==> config.mk <==
export PLATFORM = sky130hd
export DESIGN_NAME = int_ctrl
export DESIGN_NICKNAME = d
export VERILOG_FILES = /design/src/rtl/int_pkg.sv /design/src/rtl/int_ctrl_prio.sv /design/src/rtl/int_ctrl.sv
export SDC_FILE = /design/constraint.sdc
export NUM_CORES = 1
export LEC_CHECK = 0
export BUFFER_PORTS_ARGS = -buffer_cell sky130_fd_sc_hd__clkbuf_2
export CAP_MARGIN = 20
export CORE_MARGIN = 2
export CORE_UTILIZATION = 30
export CTS_CLUSTER_DIAMETER = 150
export DETAILED_ROUTE_END_ITERATION = 12
export REMOVE_ABC_BUFFERS = 1
export SYNTH_ARGS = -nofsm -noshare
export SYNTH_HDL_FRONTEND = slang
export SYNTH_SLANG_ARGS = --single-unit
==> constraint.sdc <==
create_clock -name clk -period 3.5 [get_ports clk]
set_input_delay 0.7 -clock clk [delete_from_list [all_inputs] [get_ports clk]]
set_output_delay 0.7 -clock clk [all_outputs]
set_load 0.02 [all_outputs]
==> src/rtl/int_pkg.sv <==
// Shared types for the interrupt controller: line count, one-hot line vector, FSM states.
package int_pkg;
    localparam int NLINES = 8;

    typedef logic [NLINES-1:0] line_vec_t;

    typedef enum logic {
        IDLE = 1'b0,
        REQ  = 1'b1
    } int_state_t;
endpackage

==> src/rtl/int_ctrl_prio.sv <==
// Fixed-priority picker: one-hot of the highest set bit, zero for a zero input.
// Latency: combinational. Backpressure: none.
// Build option: none.
module prio_onehot
    import int_pkg::*;
(
    input  line_vec_t vec,
    output line_vec_t hp
);
    always_comb begin
        hp = '0;
        for (int i = 0; i < NLINES; i++) begin
            if (vec[i]) begin
                hp    = '0;
                hp[i] = 1'b1;
            end
        end
    end
endmodule

==> src/rtl/int_ctrl.sv <==
// Eight-line fixed-priority interrupt controller with nested in-service tracking; INT_EDGE_EN selects edge capture.
// Latency: irq to int_req/calli is 2 cycles; reti_vec is combinational from insvc.
// Backpressure: int_req/calli hold until ack; one IDLE cycle always follows ack.
module int_ctrl
    import int_pkg::*;
(
    input  logic              clk,
    input  logic              reset,
    input  logic [NLINES-1:0] irq,
    input  logic              ack,
    input  logic              reti,
    output logic              int_req,
    output logic [NLINES-1:0] calli,
    output logic [NLINES-1:0] reti_vec,
    output logic [NLINES-1:0] pend,
    output logic [NLINES-1:0] insvc
);
    int_state_t state;
    line_vec_t  avail;
    line_vec_t  hp_avail;
    line_vec_t  hp_top;
    line_vec_t  insvc_nxt;
    line_vec_t  pend_nxt;
    logic       eligible;
    logic       take;

    assign avail = pend & ~insvc;

    prio_onehot u_prio_avail (.vec(avail),         .hp(hp_avail));
    prio_onehot u_prio_insvc (.vec(insvc),         .hp(reti_vec));
    prio_onehot u_prio_top   (.vec(avail | insvc), .hp(hp_top));

    // avail and insvc are disjoint, so the overall top line lying in avail
    // is exactly hp(avail) > hp(insvc) with avail non-empty.
    assign eligible = |(hp_top & avail);

    // calli doubles as the frozen selection while in REQ.
    assign take = (state == REQ) && ack;

    assign insvc_nxt = (reti ? (insvc & ~reti_vec) : insvc) | (take ? calli : '0);

`ifdef INT_EDGE_EN
    line_vec_t irq_q;
    assign pend_nxt = (pend & ~(take ? calli : '0)) | (irq & ~irq_q);
`else
    assign pend_nxt = irq;
`endif

    always_ff @(posedge clk) begin
        if (!reset) begin
            state   <= IDLE;
            int_req <= 1'b0;
            calli   <= '0;
            pend    <= '0;
            insvc   <= '0;
`ifdef INT_EDGE_EN
            irq_q   <= '0;
`endif
        end else begin
            pend  <= pend_nxt;
            insvc <= insvc_nxt;
`ifdef INT_EDGE_EN
            irq_q <= irq;
`endif
            case (state)
                IDLE: begin
                    if (eligible) begin
                        state   <= REQ;
                        int_req <= 1'b1;
                        calli   <= hp_avail;
                    end
                end
                REQ: begin
                    if (ack) begin
                        state   <= IDLE;
                        int_req <= 1'b0;
                        calli   <= '0;
                    end
                end
                default: begin
                    state   <= IDLE;
                    int_req <= 1'b0;
                    calli   <= '0;
                end
            endcase
        end
    end
endmodule

* Word level (Yosys, flattened, before mapping) *
Cells that the tools add are included.

storage, ports and cells
  bits in registers = 26
  bits of input ports = 12
  output and inout bits = 33
  word-level logic and storage cells = 53

cells by class
  eq/ne operators = 2
  mux-type cells = 35
  bitwise gates (word level) = 8
  reduce and logical (&&, ||, !) cells = 3

operators by type and width
  kind                                          number
  two-way mux 8 bit                             7
  bitwise AND 8 bit                             3
  two-way mux 7 bit                             3
  two-way mux 6 bit                             3
  NOT 8 bit                                     2
  OR 8 bit                                      2
  case mux 8 bit (2 select lines)               1
  two-way mux 5 bit                             3
  two-way mux 4 bit                             3
  two-way mux 3 bit                             3
  OR reduction 8 bit                            1
  two-way mux 1 bit                             7
  two-way mux 2 bit                             3
  inequality test 2 bit, second input constant  2
  case mux 1 bit (2 select lines)               2
  AND reduction 2 bit                           1
  logical AND 1 bit                             1
  NOT 1 bit                                     1

* Logic depth before layout (Yosys ltp) *
Gate-level depths: netlist of the first run.

  depth after elaboration = 15
  mapped depth = 5
  mapped depth without buffers = 5

* Hierarchy *
From an unflattened synthesis of the first run, not the netlist that was laid out.

unflattened totals
  cell total of the unflattened synthesis = 145
  area total of the unflattened synthesis = 1377.6 sq um

by module, submodules not included
  module       times used  cells an instance  area an instance (sq um)  sequential area each (sq um)
  int_ctrl     1           115                1137.3                    520.5
  prio_onehot  3           10                 80.1                      0.0

* Worst setup path before layout of the first run *
Ideal clock, no wire load.

  kind = register to output
  start point = register insvc[5]
  end point = output port reti_vec[3]
  arrival = 1.364 ns
  required time = 2.800 ns
  path slack = 1.436 ns
  cell stages (with the launch flop) = 3
  path buffers = 0
  path through = dfxtp_1 -> or3_4 -> nor3b_1

on the way
  word-level cells in the longest chain between the ends = 3

ends and longest elaborated chain
  item                      line                 source
  start: declaration        int_ctrl.sv:16       output logic [NLINES-1:0] insvc
  start signal: assignment  int_ctrl.sv:61       insvc <= insvc_nxt;
  two-way mux 6 bit         int_ctrl_prio.sv:13  if (vec[i]) begin
  two-way mux 7 bit         int_ctrl_prio.sv:13
  two-way mux 8 bit         int_ctrl_prio.sv:13
  end: declaration          int_ctrl.sv:14       output logic [NLINES-1:0] reti_vec,

Every way passes these cells.

* Worst setup path in the final report of the first run *
  start point = register insvc[6]
  end point = output port reti_vec[0]

on the way
  word-level cells in the longest chain between the ends = 2

ends and longest elaborated chain
  item               line
  two-way mux 7 bit  int_ctrl_prio.sv:13
  two-way mux 8 bit  int_ctrl_prio.sv:13

Every way passes these cells.

==> flow_summary.rst, run 1 <==
.. list-table::
   :header-rows: 1

   * - Metric
     - Value
   * - Status
     - finished, final reports clean
   * - Required time at the endpoint of the critical path
     - 2.80 ns
   * - Part of the total power dissipated in sequential elements
     - 54.6%
   * - Setup repair after global routing missed its margin
     - no
   * - Avg Cell Area, Syn
     - 9.63 um2
   * - Buffer cell driving the clock tree root
     - sky130_fd_sc_hd__clkbuf_8
   * - Vias per std cell
     - 4.86
   * - Global-route wire length before repair
     - 4260 um
   * - EDFF count, synth
     - 0
   * - Sequential-to-total area share from yosys stat
     - 46.6%
   * - CP Max Fanout
     - 8
   * - Number of setup violations in the final report
     - 0
   * - Share of power burned in the clock network
     - 32.6%
   * - Final setup slack of the worst path
     - 1.11 ns
   * - Count of pins over their slew limit
     - 0
   * - Crit end category
     - primary output
   * - Floorplan row count
     - 22
   * - Yosys warning count
     - 0
   * - Max frequency
     - 0.418 GHz
   * - Total negative setup slack
     - 0 ns
   * - HPWL reported at the end of detailed placement
     - 2010 um
   * - GR Overflow Total
     - 0
   * - Hold buffer count at cts
     - 0
   * - Worst-skew pair later-pin latency
     - 0.27 ns
   * - Count of boundary I/O pins
     - 45
   * - Worst VDD drop
     - 0.120 mV
   * - Slowest-stage cell, CP
     - sky130_fd_sc_hd__or3_4
   * - Critical path class
     - register to primary output
   * - Share of the core filled with cells
     - 39.4%
   * - Maximum clock skew at final layout
     - 0.00309 ns
   * - Final critical path time including I/O delays and setup
     - 2.39 ns
   * - Remaining number of nets flagged by the antenna check after routing
     - 0
   * - Area of the die
     - 0.00423 mm2
   * - Leading cell type in the layout, fill and taps excluded
     - sky130_fd_sc_hd__clkbuf_2
   * - All-layer global routing usage
     - 13.0%
   * - Effective utilization at floorplan
     - 30.8%
   * - Critical Path AT
     - 1.69 ns
   * - Chip Height
     - 65.0 um
   * - Layout Area Growth over Synthesis
     - 28.0%
   * - CP max stage delay
     - 0.41 ns
   * - CTS clk-pin slew, worst paths
     - 0.08 ns
   * - Maximum count of clock buffers along a single path
     - 2
   * - Fill cells
     - 396
   * - Netlist cell types
     - 31
   * - Synth async-reset ratio
     - 0%
   * - Flop and latch count out of synthesis
     - 26
   * - Gpl congestion
     - 0.761
   * - Max-cap violation count
     - 0
   * - Largest net degree at the start of global routing
     - 21
   * - Total number of H-tree levels
     - 1
   * - Slew at the pin closest to its max-slew limit
     - 0.427 ns
   * - Sort of element at the start of the critical path
     - register
   * - Final WL
     - 2600 um
   * - Core Area
     - 0.00363 mm2
   * - Period utilization
     - 68.3%
   * - Final Hold Violating Endpoints
     - 0
   * - Sw power
     - 142 uW
   * - Number of DRC markers in iteration 0
     - 50
   * - Antenna diodes
     - 0
   * - Top FF cell, synth
     - sky130_fd_sc_hd__dfxtp_1
   * - Total power divided by cell area
     - 405 mW/mm2
   * - Rel. slew slack
     - 71.3%
   * - Post-cts gate resize count
     - 0
   * - Routed len/inst
     - 12.5 um
   * - Critical-path cell list
     - or3_4 > nor3_4 > and3_2 > clkbuf_2
   * - Leakage
     - 0.647 nW
   * - Number of input and output port buffers inserted
     - 44
   * - Count of vias placed by the detailed router
     - 1,006
   * - Initial antenna violation count
     - 0
   * - Cell type group with the largest total delay on the critical path
     - simple AND/OR/NAND/NOR gates
   * - Critical path buffer and inverter count
     - 1
   * - Number of CTS-inserted buffers
     - 3
   * - Number of DRC violations after detailed routing
     - 0
   * - Clock tree from TritonCTS
     - yes
   * - Iteration count of the initial detailed-routing pass
     - 4
   * - Combinational group share of total power
     - 12.8%
   * - Vias in the first global route
     - 898
   * - Internal portion of total power
     - 437 uW
   * - Setup slack after placement
     - 1.40 ns
   * - Switching Share
     - 24.5%
   * - Top library cells by usage in the layout, fill and taps aside
     - sky130_fd_sc_hd__clkbuf_2 (44), sky130_fd_sc_hd__dfxtp_1 (26), sky130_fd_sc_hd__and2_1 (13), sky130_fd_sc_hd__nor2b_1 (10), sky130_fd_sc_hd__nand2_1 (8)
   * - # nets final
     - 172
   * - Layout cells sized above 1
     - 34.0%
   * - Cell count after synthesis
     - 116
   * - Post-CTS setup buffer count
     - 0
   * - Hold WC Path Type
     - register to register
   * - Chip width
     - 65.0 um
   * - Cell Area, Synth
     - 0.00112 mm2
   * - Clock Sink Count
     - 26
power by group through the flow:
stage	clock network (mW)	logic [mW]	registers, mW
3_3_place_gp	0	0.0737	0.323
5_1_grt	0.211	0.0822	0.318
3_5_place_dp	0	0.0744	0.323
4_1_cts	0.195	0.0749	0.316
6_report	0.189	0.0743	0.316
2_1_floorplan	0	0.0370	0.333
registers in the layout, indices dropped and copies added, names as in the netlist:
register and count:
int_req 1, state 1, calli 8, insvc 8, pend 8
worst min-delay path: stages (launching register included):
cell	delay, ns
sky130_fd_sc_hd__dfxtp_1	0.33
sky130_fd_sc_hd__nand2_1	0.06
sky130_fd_sc_hd__a21boi_0	0.06
cell type report:
class | instances | area, um2 | area share [%]
sequential | 26 | 520 | 36.4
timing repair buffer | 44 | 220 | 15.4
clock buffer | 4 | 55.1 | 3.85
tap | 48 | 60.1 | 4.20
multi-input combinational | 81 | 559 | 39.1
inverter | 4 | 15.0 | 1.05
routing by layer:
metal	track usage, %	up-vias	share of wire, %
li1	-	506	-
met1	17.6	465	49
met2	20.4	30	45
met3	1.91	5	3.8
met4	6.25	0	2.1
met5	0	-	0
cells in the mapped netlist, types with 2 or more instances:
cell type	number	area [um2]
sky130_fd_sc_hd__a32o_1	5	50.1
sky130_fd_sc_hd__nor2b_1	10	62.6
sky130_fd_sc_hd__nor3_1	2	10.0
sky130_fd_sc_hd__nor3b_1	2	15.0
sky130_fd_sc_hd__and2_1	13	81.3
sky130_fd_sc_hd__o21ai_0	6	30.0
sky130_fd_sc_hd__dfxtp_1	26	521
sky130_fd_sc_hd__a22oi_1	4	30.0
sky130_fd_sc_hd__nand2_1	8	30.0
sky130_fd_sc_hd__nor2_1	4	15.0
sky130_fd_sc_hd__a22o_1	4	35.0
sky130_fd_sc_hd__clkbuf_1	4	15.0
sky130_fd_sc_hd__nor4_1	2	12.5
sky130_fd_sc_hd__a21oi_1	2	10.0
sky130_fd_sc_hd__and2b_1	2	15.0
sky130_fd_sc_hd__a21boi_0	4	30.0
sky130_fd_sc_hd__inv_1	4	15.0
through the flow:
stage          hold WS [ns]  instances  area (um2)  power, mW
2_1_floorplan         0.530        111        1090      0.370
3_3_place_gp          0.482        203        1380      0.397
3_5_place_dp          0.485        203        1380      0.398
4_1_cts               0.498        207        1430      0.587
5_1_grt               0.522        207        1430      0.611
6_report              0.494        207        1430      0.579
worst paths after layout:
check | to | depth (start not counted) | from | slack, ns
worst max register to register | calli[6] | 5 | insvc[6] | 1.54
worst min-delay path | insvc[0] | 2 | calli[0] | 0.49
worst max-delay path | reti_vec[0] | 4 | insvc[6] | 1.11
worst min register to register | insvc[0] | 2 | calli[0] | 0.49
kinds of logic (layout without fill, tap and decap cells):
| group | after synthesis | after routing | share of synthesized area [%] |
|---|---|---|---|
| compound gates | 30 | 30 | 21.7 |
| buf+inv | 9 | 52 | 3.36 |
| flops | 26 | 26 | 46.6 |
| simple gates | 51 | 51 | 28.3 |
Power figures use the tool's default switching activity.
==> run 2, diff against run 1 <==
Settings changed: ABC_AREA set to 1.
Clock period 3.5 ns to 2.4 ns, I/O delays scaled along.
==> flow_summary.rst, run 2 <==
.. list-table::
   :header-rows: 1

   * - Metric
     - Value
   * - Number of CTS-inserted buffers
     - 3
   * - Iteration count of the initial detailed-routing pass
     - 4
   * - Switching Share
     - 29.5%
   * - Synth top area share
     - 42.4%
   * - Synth async-reset ratio
     - 0%
   * - Power, Total
     - 880 uW
   * - Number of input and output port buffers inserted
     - 44
   * - Hold WC Path Type
     - input port to register
   * - Worst-skew pair later-pin latency
     - 0.27 ns
   * - Top FF cell, synth
     - sky130_fd_sc_hd__dfxtp_1
   * - Worst hold-check slack
     - 0.381 ns
   * - Chip width
     - 67.9 um
   * - Largest registers
     - calli (8), insvc (8), pend (8)
   * - Count of pins over their slew limit
     - 0
   * - Internal reg-to-reg setup slack
     - 0.86 ns
   * - Post-CTS setup buffer count
     - 0
   * - Arithmetic-cell share of the synthesized area counting full adders, half adders and majority gates
     - 0%
   * - Critical Path AT
     - 1.40 ns
   * - Vias per std cell
     - 4.41
   * - Vias in the first global route
     - 1,028
   * - EDFF count, synth
     - 0
   * - Top library cells by usage in the layout, fill and taps aside
     - sky130_fd_sc_hd__clkbuf_2 (44), sky130_fd_sc_hd__nand2_1 (42), sky130_fd_sc_hd__inv_1 (27), sky130_fd_sc_hd__dfxtp_1 (26), sky130_fd_sc_hd__nor2_1 (16)
   * - Sw power
     - 259 uW
   * - Final Hold Violating Endpoints
     - 0
   * - Gpl congestion
     - 0.879
   * - Cell count after synthesis
     - 172
   * - GR Overflow Total
     - 0
   * - Crit end category
     - primary output
   * - Hold buffer count at cts
     - 0
   * - All-layer global routing usage
     - 13.7%
   * - Setup slack after placement
     - 0.779 ns
   * - Endpoint of the lowest-slack register-to-register path
     - calli[1]
   * - Rel. slew slack
     - 67.3%
   * - Global-route wire length before repair
     - 4720 um
   * - Count of vias placed by the detailed router
     - 1,165
   * - Sequential-to-total area share from yosys stat
     - 42.4%
   * - Setup repair after global routing missed its margin
     - no
   * - Cell with the most instances after synthesis
     - sky130_fd_sc_hd__nand2_1
   * - Required time at the endpoint of the critical path
     - 1.92 ns
   * - Max-cap violation count
     - 0
   * - Layout cells sized above 1
     - 29.4%
   * - Clock tree from TritonCTS
     - yes
   * - Sort of element at the start of the critical path
     - register
   * - Part of the total power dissipated in sequential elements
     - 53.5%
   * - Launching element of the worst setup path
     - insvc[6]
   * - Status
     - finished, final reports clean
   * - Number of setup violations in the final report
     - 0
   * - CP Max Fanout
     - 6
   * - Compound-cell area share of the yosys netlist
     - 10.3%
   * - Max frequency
     - 0.531 GHz
   * - Remaining number of nets flagged by the antenna check after routing
     - 0
   * - Post-cts gate resize count
     - 0
   * - Layout Area Growth over Synthesis
     - 23.3%
   * - Total power divided by cell area
     - 582 mW/mm2
   * - Count of boundary I/O pins
     - 45
   * - Worst R2R Start
     - insvc[7]
   * - CTS clk-pin slew, worst paths
     - 0.08 ns
   * - Clock Sink Count
     - 26
   * - Number of cells on the worst reg-to-reg path
     - 11
   * - Flop and latch count out of synthesis
     - 26
   * - Commonest cells in the synthesized netlist
     - sky130_fd_sc_hd__nand2_1 (42), sky130_fd_sc_hd__inv_1 (27), sky130_fd_sc_hd__dfxtp_1 (26)
   * - Cell Area, Synth
     - 0.00123 mm2
   * - Final setup slack of the worst path
     - 0.516 ns
   * - Buffer cell driving the clock tree root
     - sky130_fd_sc_hd__clkbuf_8
   * - Core Area
     - 0.00397 mm2
   * - Period utilization
     - 78.5%
   * - Final critical path time including I/O delays and setup
     - 1.88 ns
   * - Antenna diodes
     - 0
   * - Chip Height
     - 67.9 um
   * - Critical path class
     - register to primary output
   * - Total negative setup slack
     - 0 ns
   * - CP endpoint
     - reti_vec[1]
   * - Share of power burned in the clock network
     - 27.5%
   * - # nets final
     - 228
   * - Initial antenna violation count
     - 0
   * - Largest net degree at the start of global routing
     - 16
   * - Total number of H-tree levels
     - 1
   * - Leading cell type in the layout, fill and taps excluded
     - sky130_fd_sc_hd__clkbuf_2
   * - Floorplan row count
     - 23
   * - Avg Cell Area, Syn
     - 7.13 um2
   * - Routed len/inst
     - 10.9 um
   * - Worst VDD drop
     - 0.166 mV
   * - Final WL
     - 2880 um
   * - Fraction of synthesized area in multiplexers
     - 0%
   * - Global-route track usage on met1
     - 18.8%
   * - Largest family of logic cells by synthesized area
     - simple AND/OR/NAND/NOR gates
   * - Synth area leaders
     - sky130_fd_sc_hd__dfxtp_1 (42%), sky130_fd_sc_hd__nand2_1 (13%), sky130_fd_sc_hd__inv_1 (8.3%)
   * - Yosys warning count
     - 0
   * - Share of the core filled with cells
     - 38.1%
   * - Busiest grt layer
     - met2
   * - HPWL reported at the end of detailed placement
     - 2290 um
   * - Number of DRC markers in iteration 0
     - 66
   * - Fill cells
     - 443
   * - Cell taking the most area after synthesis
     - sky130_fd_sc_hd__dfxtp_1
   * - Hold Path Origin
     - irq[0]
   * - Internal portion of total power
     - 621 uW
   * - Met2 global-route usage
     - 21.0%
   * - Number of DRC violations after detailed routing
     - 0
   * - Combinational group share of total power
     - 19.0%
   * - Area of the die
     - 0.00461 mm2
   * - Maximum count of clock buffers along a single path
     - 2
   * - Synthesized-area fraction occupied by and/or/nand/nor cells
     - 34.9%
   * - Met3 global-route usage
     - 1.81%
   * - Effective utilization at floorplan
     - 30.9%
   * - Netlist cell types
     - 22
   * - Synth Area in XOR/XNOR
     - 0%
   * - Leakage
     - 0.788 nW
   * - Slew at the pin closest to its max-slew limit
     - 0.489 ns
   * - Maximum clock skew at final layout
     - 0.00288 ns
[run 2: cell types whose count changed after synthesis, sizes merged, moves of 6 or more]
| cell | delta |
|---|---|
| nor2 | +13 |
| inv | +26 |
| nor2b | -10 |
| nand2 | +39 |
| a21oi | +14 |
| nand3 | +10 |
| and2 | -13 |
| nand4 | +6 |
| a32o | -6 |
[run 2: critical path, cell delays in order, from the launching register on]
cell and delay, ns:
sky130_fd_sc_hd__dfxtp_1 0.37, sky130_fd_sc_hd__nor2_2 0.22, sky130_fd_sc_hd__nand4_1 0.19, sky130_fd_sc_hd__nor3_1 0.17, sky130_fd_sc_hd__clkbuf_2 0.19
[run 2: worst min path at each step]
stage | slack [ns] | endpoint | cells past startpoint
final | 0.38 | pend[0] | 3
after floorplan | 0.46 | state | 2
after detailed placement | 0.46 | int_req | 2
after global routing | 0.39 | pend[4] | 3
after global placement | 0.46 | int_req | 2
after CTS | 0.38 | pend[5] | 3
[run 2: power groups by stage]
stage	registers [mW]	clock network [mW]	logic, mW
after floorplan	0.503	0	0.0933
after global placement	0.482	0	0.169
after detailed placement	0.481	0	0.169
after CTS	0.471	0.254	0.170
after global routing	0.474	0.268	0.189
final	0.471	0.242	0.167
[run 2: routing by layer]
layer	vias up	share of wire (%)
met3	5	5.3
li1	630	-
met1	498	50
met4	0	2.2
met5	-	0
met2	32	42
[run 2: metrics by stage]
stage	instances	area (um2)
6_report	264	1510
5_1_grt	264	1510
4_1_cts	264	1510
3_5_place_dp	261	1470
3_3_place_gp	261	1470
2_1_floorplan	167	1190
[run 2: area by class of cell]
class	count	area, um2	share of cell area (%)
Multi-Input combinational cell	111	554	36.7
Sequential cell	26	520	34.4
Timing Repair Buffer	44	220	14.6
Inverter	30	113	7.45
Tap cell	50	62.6	4.14
Clock buffer	3	41.3	2.73
[run 2: cells by family (layout without fill, tap and decap cells)]
family	Yosys count	in the layout
and+or+nand+nor	88	88
buffers and inverters	35	77
DFF	26	26
AOI/OAI and AO/OA	23	23
